File: config.mk
export PLATFORM = sky130hd
export DESIGN_NAME = m_bridge_timer
export DESIGN_NICKNAME = d
export VERILOG_FILES = /design/src/rtl/m_bridge_timer.sv
export SDC_FILE = /design/constraint.sdc
export NUM_CORES = 1
export LEC_CHECK = 0
export CAP_MARGIN = 20
export CORE_ASPECT_RATIO = 0.5
export CORE_MARGIN = 1
export CORE_UTILIZATION = 37
export DETAILED_ROUTE_END_ITERATION = 16
export PLACE_DENSITY_LB_ADDON = 0.1
export SYNTH_ARGS = -nofsm -noshare
export SYNTH_HDL_FRONTEND = slang
export SYNTH_SLANG_ARGS = --single-unit
File: constraint.sdc
create_clock -name clk -period 7.9 [get_ports clk]
set_input_delay 2.37 -clock clk [delete_from_list [all_inputs] [get_ports clk]]
set_output_delay 2.37 -clock clk [all_outputs]
set_load 0.01 [all_outputs]
File: src/rtl/m_bridge_timer.sv
// m_bridge_timer: M-stage system bridge with two memory-mapped timers.
//   Decodes the formatted byte address into the data-memory window or one of
//   two timer register blocks (CTRL +0, PRESET +4, COUNT +8), returns the read
//   word, flags illegal accesses and raises per-timer interrupt requests.
// Ports:
//   clk, reset        clock, synchronous active-low reset
//   data_addr/wd      byte address and lane-aligned write data from formatter
//   data_byte_we      byte write enables (4'b0000 = no write)
//   load, store       access type of the M-stage instruction
//   data_rd           read word back to formatter (combinational)
//   m_data_*          external data-memory port (address/wdata/byteen/rdata)
//   bus_err           illegal access (combinational, inputs only)
//   irq_tc0, irq_tc1  timer interrupt requests (registered)
module m_bridge_timer #(
  parameter logic [31:0] DM_TOP   = 32'h0000_2fff,
  parameter logic [31:0] TC0_BASE = 32'h0000_7f00,
  parameter logic [31:0] TC1_BASE = 32'h0000_7f10
) (
  input  logic        clk,
  input  logic        reset,
  input  logic [31:0] data_addr,
  input  logic [31:0] data_wd,
  input  logic [3:0]  data_byte_we,
  input  logic        load,
  input  logic        store,
  output logic [31:0] data_rd,
  output logic [31:0] m_data_addr,
  output logic [31:0] m_data_wdata,
  output logic [3:0]  m_data_byteen,
  input  logic [31:0] m_data_rdata,
  output logic        bus_err,
  output logic        irq_tc0,
  output logic        irq_tc1
);

  localparam int unsigned NUM_TC = 2;
  localparam int unsigned CTRL_W = 4;
  localparam int unsigned WORD_W = 32;

  typedef enum logic [1:0] {
    ST_IDLE = 2'd0,
    ST_LOAD = 2'd1,
    ST_CNT  = 2'd2,
    ST_INT  = 2'd3
  } tc_state_e;

  // Address decode results
  logic              in_dm;
  logic [NUM_TC-1:0] in_tc;
  logic              tc_idx;
  logic [3:0]        sel_off;
  logic [NUM_TC-1:0] wr_ctrl;
  logic [NUM_TC-1:0] wr_preset;

  // Timer state
  logic [CTRL_W-1:0] ctrl_q    [NUM_TC];
  logic [CTRL_W-1:0] ctrl_d    [NUM_TC];
  logic [WORD_W-1:0] preset_q  [NUM_TC];
  logic [WORD_W-1:0] preset_d  [NUM_TC];
  logic [WORD_W-1:0] count_q   [NUM_TC];
  logic [WORD_W-1:0] count_d   [NUM_TC];
  tc_state_e         state_q   [NUM_TC];
  tc_state_e         state_d   [NUM_TC];
  logic [NUM_TC-1:0] flag_q;
  logic [NUM_TC-1:0] flag_d;
  logic [NUM_TC-1:0] irq_q;
  logic [NUM_TC-1:0] irq_d;

  // Address decode, access checking and write strobes
  always_comb begin
    in_dm    = (data_addr <= DM_TOP);
    in_tc[0] = (data_addr >= TC0_BASE) && (data_addr <= TC0_BASE + 32'd11);
    in_tc[1] = (data_addr >= TC1_BASE) && (data_addr <= TC1_BASE + 32'd11);
    tc_idx   = in_tc[1];
    sel_off  = 4'(data_addr - (in_tc[1] ? TC1_BASE : TC0_BASE));

    // Sub-word timer loads arrive with non-zero low address bits, so the
    // alignment term covers them as well as misaligned word accesses.
    bus_err = (load || store) &&
              ((!in_dm && (in_tc == '0)) ||
               ((in_tc != '0) &&
                ((store && (data_byte_we != 4'hf)) ||
                 (data_addr[1:0] != 2'b00) ||
                 (store && (sel_off[3:2] == 2'd2)))));

    for (int i = 0; i < NUM_TC; i++) begin
      wr_ctrl[i]   = in_tc[i] && (data_byte_we == 4'hf) && !bus_err && (sel_off == 4'h0);
      wr_preset[i] = in_tc[i] && (data_byte_we == 4'hf) && !bus_err && (sel_off == 4'h4);
    end
  end

  // External data-memory port
  always_comb begin
    m_data_addr   = data_addr;
    m_data_wdata  = data_wd;
    m_data_byteen = (in_dm && !bus_err) ? data_byte_we : 4'b0000;
  end

  // Read mux; timer reads show pre-edge register values
  always_comb begin
    data_rd = '0;
    if (in_dm) begin
      data_rd = m_data_rdata;
    end else if (in_tc != '0) begin
      case (sel_off[3:2])
        2'd0:    data_rd = {28'd0, ctrl_q[tc_idx]};
        2'd1:    data_rd = preset_q[tc_idx];
        2'd2:    data_rd = count_q[tc_idx];
        default: data_rd = '0;
      endcase
    end
  end

  // Timer next-state logic
  always_comb begin
    for (int i = 0; i < NUM_TC; i++) begin
      ctrl_d[i]   = ctrl_q[i];
      preset_d[i] = preset_q[i];
      count_d[i]  = count_q[i];
      state_d[i]  = state_q[i];
      flag_d[i]   = flag_q[i];

      // Flag sets on leaving INT; auto-reload mode drops it one cycle later.
      if (state_q[i] == ST_INT) begin
        flag_d[i] = 1'b1;
      end else if (ctrl_q[i][2:1] == 2'b01) begin
        flag_d[i] = 1'b0;
      end

      case (state_q[i])
        ST_IDLE: begin
          if (ctrl_q[i][0]) state_d[i] = ST_LOAD;
        end
        ST_LOAD: begin
          count_d[i] = preset_q[i];
          state_d[i] = ST_CNT;
        end
        ST_CNT: begin
          if (!ctrl_q[i][0]) begin
            state_d[i] = ST_IDLE;
          end else if (count_q[i] <= 32'd1) begin
            count_d[i] = '0;
            state_d[i] = ST_INT;
          end else begin
            count_d[i] = count_q[i] - 32'd1;
          end
        end
        ST_INT: begin
          // Auto-reload goes straight to LOAD so the period is PRESET+2.
          if (ctrl_q[i][2:1] == 2'b01) begin
            state_d[i] = ST_LOAD;
          end else begin
            ctrl_d[i][0] = 1'b0;
            state_d[i]   = ST_IDLE;
          end
        end
        default: state_d[i] = ST_IDLE;
      endcase

      if (wr_preset[i]) preset_d[i] = data_wd;

      // A CTRL write overrides whatever the FSM was about to do.
      if (wr_ctrl[i]) begin
        ctrl_d[i]  = data_wd[CTRL_W-1:0];
        count_d[i] = count_q[i];
        flag_d[i]  = 1'b0;
        state_d[i] = ST_IDLE;
      end

      irq_d[i] = flag_d[i] && ctrl_d[i][3];
    end
  end

  // State registers
  always_ff @(posedge clk) begin
    if (!reset) begin
      ctrl_q   <= '{default: '0};
      preset_q <= '{default: '0};
      count_q  <= '{default: '0};
      state_q  <= '{default: ST_IDLE};
      flag_q   <= '0;
      irq_q    <= '0;
    end else begin
      ctrl_q   <= ctrl_d;
      preset_q <= preset_d;
      count_q  <= count_d;
      state_q  <= state_d;
      flag_q   <= flag_d;
      irq_q    <= irq_d;
    end
  end

  assign irq_tc0 = irq_q[0];
  assign irq_tc1 = irq_q[1];

endmodule

==> flow_summary.json, run 1 <==
{
  "clock.fmax_mhz": 130,
  "crit_buf_inv": 3,
  "rsz0062_at_grt": "false",
  "die_w_um": 227,
  "gr-total-overflow": 0,
  "min_path_type": "flip-flop to flip-flop",
  "track_usage_pct": 28.2,
  "yosysWarnings": 0,
  "clkTransAtPathRegs_ns": 0.06,
  "syn-cell-area_mm2": 0.00938,
  "synthTopCellsByArea": "dfxtp_1, mux2i_1, nand2_1",
  "num_rows": 40,
  "hold_slack_ns": 0.485,
  "drt-initial-drc-count": 1047,
  "die_h_um": 115,
  "cp.arrival_ns": 5.31,
  "slew_headroom_pct": 23.2,
  "cts_resized": 0,
  "netlist_instances": 1247,
  "area_growth_pct": 27.1,
  "cp_top_family": "simple AND/OR/NAND/NOR gates",
  "ctsRootBufferMaster": "clkbuf_16",
  "synthFlopType": "dfxtp_1",
  "postRouteAntennaNets": 0,
  "fin_skew_ns": 0.00638,
  "run_status": "finished, final reports clean",
  "hold_buffers": 0,
  "fin_nets": 1452,
  "power_density_mw_per_mm2": 216,
  "port_buffers": 206,
  "ys_types": 68,
  "diodes": 0,
  "clkSinkCount": 144,
  "required_ns": 5.53,
  "cp_cell_sequence": "clkdlybuf4s50_1, nor4_1, and4_1, nand4_1, or2_2, buf_12, mux2i_1, o221ai_1, clkdlybuf4s50_1",
  "min_period_ns": 7.68,
  "final_cell_area_mm2": 0.0119,
  "cap_violations": 0,
  "finalHoldViolations": 0,
  "yosysTopAreaCell": "dfxtp_1",
  "cp-start-kind": "primary input",
  "vias_per_cell": 5.99,
  "yosys_register_bits": 144,
  "placed_cell_area_mm2": 0.0112,
  "place_congestion": 0.972,
  "setup_viol": 0,
  "initial_core_util_pct": 38.4,
  "antenna_found_initial": 1,
  "core_area_mm2": 0.0244,
  "post_cts_buffers": 0,
  "final_layout_size_suffix_gt1_share_pct": 6.16,
  "syn_nets": 1363,
  "grt_first_pass_wirelength_um": 55500,
  "maxSlewViolCount": 0,
  "slowest_delay_ns": 0.58,
  "cp_slowest_cell": "clkdlybuf4s50_1",
  "timing.setup.tns_ns": 0,
  "clock_path_buffers": 2,
  "fin_crit_sh_pct": 97.2,
  "grt_max_degree": 115,
  "avgRoutedWirePerCell_um": 21.9,
  "cts_buffers": 17,
  "wirelength_um": 36800,
  "yosys.area.top_type_share_pct": 30.7,
  "dp_hpwl_um": 27100,
  "ir_drop_mv": 0.144,
  "vias": 10100,
  "die_area_mm2": 0.0260,
  "syn-mean-instance-area_um2": 7.52,
  "htreeDepth": 4,
  "crit_path_end_kind": "output port",
  "seq_area_frac_synth_pct": 30.7,
  "setup.worst_path.class": "primary input to output port",
  "clock_latency_ns": 0.44,
  "crit_top_cell": "clkdlybuf4s50_1",
  "p_leak_nw": 4.39,
  "grt_pass1_vias": 9449,
  "ios": 207,
  "cp_max_fo": 20,
  "worst_slew_pin_slew_ns": 1.14,
  "rrSetupSlack_ns": 4.29,
  "cts_tree": "done",
  "firstDrtPassIters": 5,
  "async_flop_share_pct": 0,
  "synth_edf_count": 0,
  "drc": 0
}
## power breakdown
part           switching (mW)  internal [mW]  total [mW]  leakage [nW]
Sequential             0.0176          0.742       0.759          1.16
Combinational           0.586          0.282       0.868          2.89
Clock                   0.331          0.614       0.945         0.332
Total                   0.935           1.64        2.57          4.39
## synth_stat cells (all sizes together) (4+ instances only)
cell type and count:
o2bb2ai 5, a22oi 6, mux2i 76, o22ai 16, nand3 94, clkbuf 78
nand2 170, o21ai 113, a32o 5, inv 27, buf 89, o31ai 21
and2 9, o211ai 22, nor3b 7, a21oi 67, nor3 36, dfxtp 144
and3 6, o21a 4, nor4 24, a31oi 5, or4 10, o221ai 33
or2 6, nor2 54, or3 8, nand4 19, nand2b 5, o32ai 15
nor2b 12, a211oi 5, ha 12
## stage by stage
| step | instances | util [%] | power, mW | setup slack, ns |
|---|---|---|---|---|
| final | 1683 | 48.8 | 2.57 | 0.218 |
| after global routing | 1683 | 48.8 | 2.68 | 0.0233 |
| after CTS | 1683 | 48.8 | 2.55 | 0.215 |
| after detailed placement | 1653 | 46.0 | 1.61 | 0.240 |
| after global placement | 1653 | 46.0 | 1.60 | 0.258 |
| after floorplan | 1247 | - | 1.31 | 1.14 |
## area by class of cell
| class | instances | area (µm²) |
|---|---|---|
| Sequential cell | 144 | 2880 |
| Tap cell | 336 | 420 |
| Multi-Input combinational cell | 908 | 5500 |
| Inverter | 28 | 105 |
| Clock buffer | 20 | 467 |
| Fill cell | 2423 | 12500 |
| Timing Repair Buffer | 237 | 2330 |
| Clock inverter | 10 | 208 |
## tightest hold or removal path, stage by stage, from the launching register on
cell     delay [ns]
dfxtp_1        0.33
nand2_1        0.06
o21ai_0        0.06
## sequential cells by signal, indices dropped and copies added (netlist names)
register	flops
count_q	64
ctrl_q	8
flag_q	2
irq_q	2
preset_q	64
state_q	4
## logic make-up (layout without fill, tap and decap cells)
kind of cell | Yosys count | in the layout | synth area share, %
and+or+nand+nor | 470 | 470 | 24.5
AOI/OAI and AO/OA | 347 | 347 | 24.0
buffers and inverters | 195 | 295 | 10.6
DFF | 144 | 144 | 30.7
muxes | 77 | 77 | 8.35
adders and majority gates | 12 | 12 | 1.60
xor gates and xnor gates | 2 | 2 | 0.187
## worst paths after layout
| check | startpoint | to | depth (start not counted) |
|---|---|---|---|
| worst max-delay path | data_addr[22] | data_rd[11] | 9 |
| worst min-delay path | preset_q[53] | preset_q[53] | 2 |
| worst max register to register | state_q[0] | count_q[28] | 10 |
| worst min register to register | preset_q[53] | preset_q[53] | 2 |
## layer usage
layer / vias to the layer above / global-route usage (%) / part of all wire [%]
met4: 4 / 7.83 / 1.7
met1: 4810 / 38.9 / 45
met2: 493 / 43.2 / 43
met3: 44 / 7.16 / 9.8
li1: 4725 / - / -
met5: - / 1.33 / 0.16
## placed cells by master, fill, tap and decap left out, drive strengths merged, types with 19 or more instances in the layout
master | synthesis | final
buf | 89 | 33
nand4 | 19 | 19
nor2 | 54 | 54
o21ai | 113 | 113
nand2 | 170 | 170
clkdlybuf4s50 | 0 | 204
o31ai | 21 | 21
a21oi | 67 | 67
inv | 27 | 28
nor3 | 36 | 36
mux2i | 76 | 76
nor4 | 24 | 24
o221ai | 33 | 33
dfxtp | 144 | 144
clkbuf | 78 | 20
nand3 | 94 | 94
o211ai | 22 | 22
No activity file was read; power rests on OpenSTA's default activity.
==> run 2, diff against run 1 <==
--- a/config.mk
+++ b/config.mk
@@ -11,6 +11,7 @@
 export CORE_UTILIZATION = 37
 export DETAILED_ROUTE_END_ITERATION = 16
 export PLACE_DENSITY_LB_ADDON = 0.1
+export SKIP_CTS_REPAIR_TIMING = 1
 export SYNTH_ARGS = -nofsm -noshare
 export SYNTH_HDL_FRONTEND = slang
 export SYNTH_SLANG_ARGS = --single-unit
==> results of run 2 <==
Same layout as run 1: the final DEF is identical, and so are final timing and power.
==> run 3, diff against run 2 <==
--- a/config.mk
+++ b/config.mk
@@ -11,6 +11,7 @@
 export CORE_UTILIZATION = 37
 export DETAILED_ROUTE_END_ITERATION = 16
 export PLACE_DENSITY_LB_ADDON = 0.1
+export RECOVER_POWER = 50
 export SKIP_CTS_REPAIR_TIMING = 1
 export SYNTH_ARGS = -nofsm -noshare
 export SYNTH_HDL_FRONTEND = slang
==> constraint.sdc (replaced) <==
create_clock -name clk -period 9.22 [get_ports clk]
set_input_delay 2.766 -clock clk [delete_from_list [all_inputs] [get_ports clk]]
set_output_delay 2.766 -clock clk [all_outputs]
set_load 0.01 [all_outputs]
==> run 3 against run 2 <==
The run now ends with max-capacitance violations, max-slew violations left. Clock power decreased by 18%. Combinational power shrank 15%. Sequential power shrank 14%. Count of clock-buffer cells in the layout rose by 1. Critical path depth decreased by 1. Clock skew about the same.
==> flow_summary.json, run 3 (synthesis results as in run 1) <==
{
  "clock.fmax_mhz": 114,
  "cap_violations": 4,
  "dp_slack_ns": 0.544,
  "grt_max_degree": 139,
  "clkSinkCount": 144,
  "final_layout_size_suffix_gt1_share_pct": 4.92,
  "required_ns": 6.45,
  "instances_no_fill": 1677,
  "hold_depth": 2,
  "reg_top3": "count_q (64), preset_q (64), ctrl_q (8)",
  "ctsRootBufferMaster": "clkbuf_16",
  "power_density_mw_per_mm2": 184,
  "postRouteAntennaNets": 0,
  "die_h_um": 115,
  "ios": 207,
  "vias_per_cell": 5.97,
  "crit_path_end_kind": "output port",
  "final.setup.worst_slack_ns": 0.456,
  "port_buffers": 206,
  "firstDrtPassIters": 7,
  "cp_slowest_cell": "or2_2",
  "clock_path_buffers": 2,
  "slowest_delay_ns": 0.71,
  "min_period_ns": 8.76,
  "grt_pass1_vias": 9106,
  "area_growth_pct": 25.5,
  "r2r-end": "count_q[28]",
  "cp_top_family": "simple AND/OR/NAND/NOR gates",
  "cp.arrival_ns": 6.00,
  "cp-start-kind": "primary input",
  "r2r_start": "state_q[0]",
  "clkTransAtPathRegs_ns": 0.06,
  "gr-total-overflow": 0,
  "fin_skew_ns": 0.00660,
  "fin_nets": 1445,
  "hp-start": "preset_q[24]",
  "violations": "max-capacitance violations, max-slew violations",
  "final_cell_mix": "clkdlybuf4s50_1, nand2_1, dfxtp_1, o21ai_0, nand3_1",
  "min_path_type": "flip-flop to flip-flop",
  "htreeDepth": 4,
  "crit_buf_inv": 2,
  "cts_tree": "done",
  "cp_cell_sequence": "dlygate4sd3_1, nor3_1, nor3b_1, nand4_1, or2_2, mux2i_1, o221ai_1, clkdlybuf4s50_1",
  "grt_first_pass_wirelength_um": 54600,
  "slew_headroom_pct": -81.4,
  "cp_max_fo": 28,
  "cts_buffers": 17,
  "wirelength_um": 36100,
  "worst_slew_pin_slew_ns": 2.72,
  "rsz0062_at_grt": "false",
  "run_status": "complete, but fails checks",
  "initial_core_util_pct": 38.4,
  "rrSetupSlack_ns": 5.52,
  "die_w_um": 227,
  "vias": 10000,
  "hold_end": "preset_q[24]",
  "finalHoldViolations": 0,
  "fin_crit_sh_pct": 95.1,
  "drc": 0,
  "post-place-cells": 1644,
  "dp_hpwl_um": 26400,
  "die_area_mm2": 0.0260,
  "core_area_mm2": 0.0244,
  "avgRoutedWirePerCell_um": 21.5,
  "num_rows": 40,
  "ir_drop_mv": 0.136,
  "layout_commonest_cell": "clkdlybuf4s50_1",
  "timing.setup.tns_ns": 0,
  "track_usage_pct": 27.7,
  "setup.worst_path.class": "primary input to output port",
  "clock_latency_ns": 0.44,
  "setup_viol": 0,
  "reg2reg_depth": 10,
  "diodes": 0,
  "p_leak_nw": 4.30,
  "antenna_found_initial": 0,
  "maxSlewViolCount": 181,
  "place_congestion": 0.952,
  "drt-initial-drc-count": 926
}
[run 3: cell types whose count changed in the layout (fill, tap and decap cells not counted), moves of 2 or more]
| cell | before | now |
|---|---|---|
| buf_12 | 3 | 0 |
| buf_4 | 28 | 18 |
| clkbuf_1 | 0 | 8 |
| clkdlybuf4s50_1 | 204 | 200 |
| clkinvlp_4 | 0 | 2 |
| dlygate4sd3_1 | 0 | 4 |
[run 3: worst max path at each step]
stage,from,endpoint,slack (ns),cells past startpoint
2_1_floorplan,data_addr[22],data_rd[11],1.67,8
5_1_grt,data_addr[7],data_rd[30],0.15,8
6_report,data_addr[7],data_rd[9],0.46,8
3_5_place_dp,data_addr[22],data_rd[27],0.54,8
3_3_place_gp,data_addr[22],data_rd[30],0.59,8
4_1_cts,data_addr[22],data_rd[11],0.52,8
[run 3: final cells by class]
| type | count | area [µm²] |
|---|---|---|
| tap | 336 | 420 |
| timing repair buffer | 230 | 2220 |
| clock buffer | 21 | 460 |
| inverter | 28 | 105 |
| fill | 2461 | 12700 |
| multi-input combinational | 908 | 5490 |
| clock inverter | 10 | 184 |
| sequential | 144 | 2880 |
[run 3: power by group]
group | switching [mW] | internal, mW
logic | 0.501 | 0.240
registers | 0.0151 | 0.636
clock network | 0.282 | 0.492
[run 3: layer usage]
layer  part of all wire [%]  GRT usage (%)  vias to the layer above
met5                      0              0                        -
met4                    1.8           7.25                        0
met3                    8.4           6.03                       35
met2                     43           42.1                      486
met1                     47           39.3                     4778
li1                       -              -                     4715
[run 3: worst reg2reg max path: stages, from the launching register on]
cell,delay (ns)
dfxtp_1,0.34
inv_1,0.14
ha_1,0.17
buf_4,0.35
inv_1,0.09
buf_4,0.28
o21ai_0,0.30
a21o_1,0.12
clkbuf_1,1.26
nor3_1,0.17
a311o_1,0.38
[run 3: per-stage QoR]
| stage | utilization [%] | hold WS [ns] | instance area [µm²] | power [mW] |
|---|---|---|---|---|
| after floorplan | - | 0.444 | 9380 | 1.12 |
| after CTS | 48.2 | 0.481 | 11800 | 2.15 |
| final | 48.2 | 0.480 | 11800 | 2.17 |
| after global placement | 45.6 | 0.466 | 11100 | 1.38 |
| after global routing | 48.2 | 0.502 | 11800 | 2.26 |
| after detailed placement | 45.6 | 0.473 | 11100 | 1.38 |
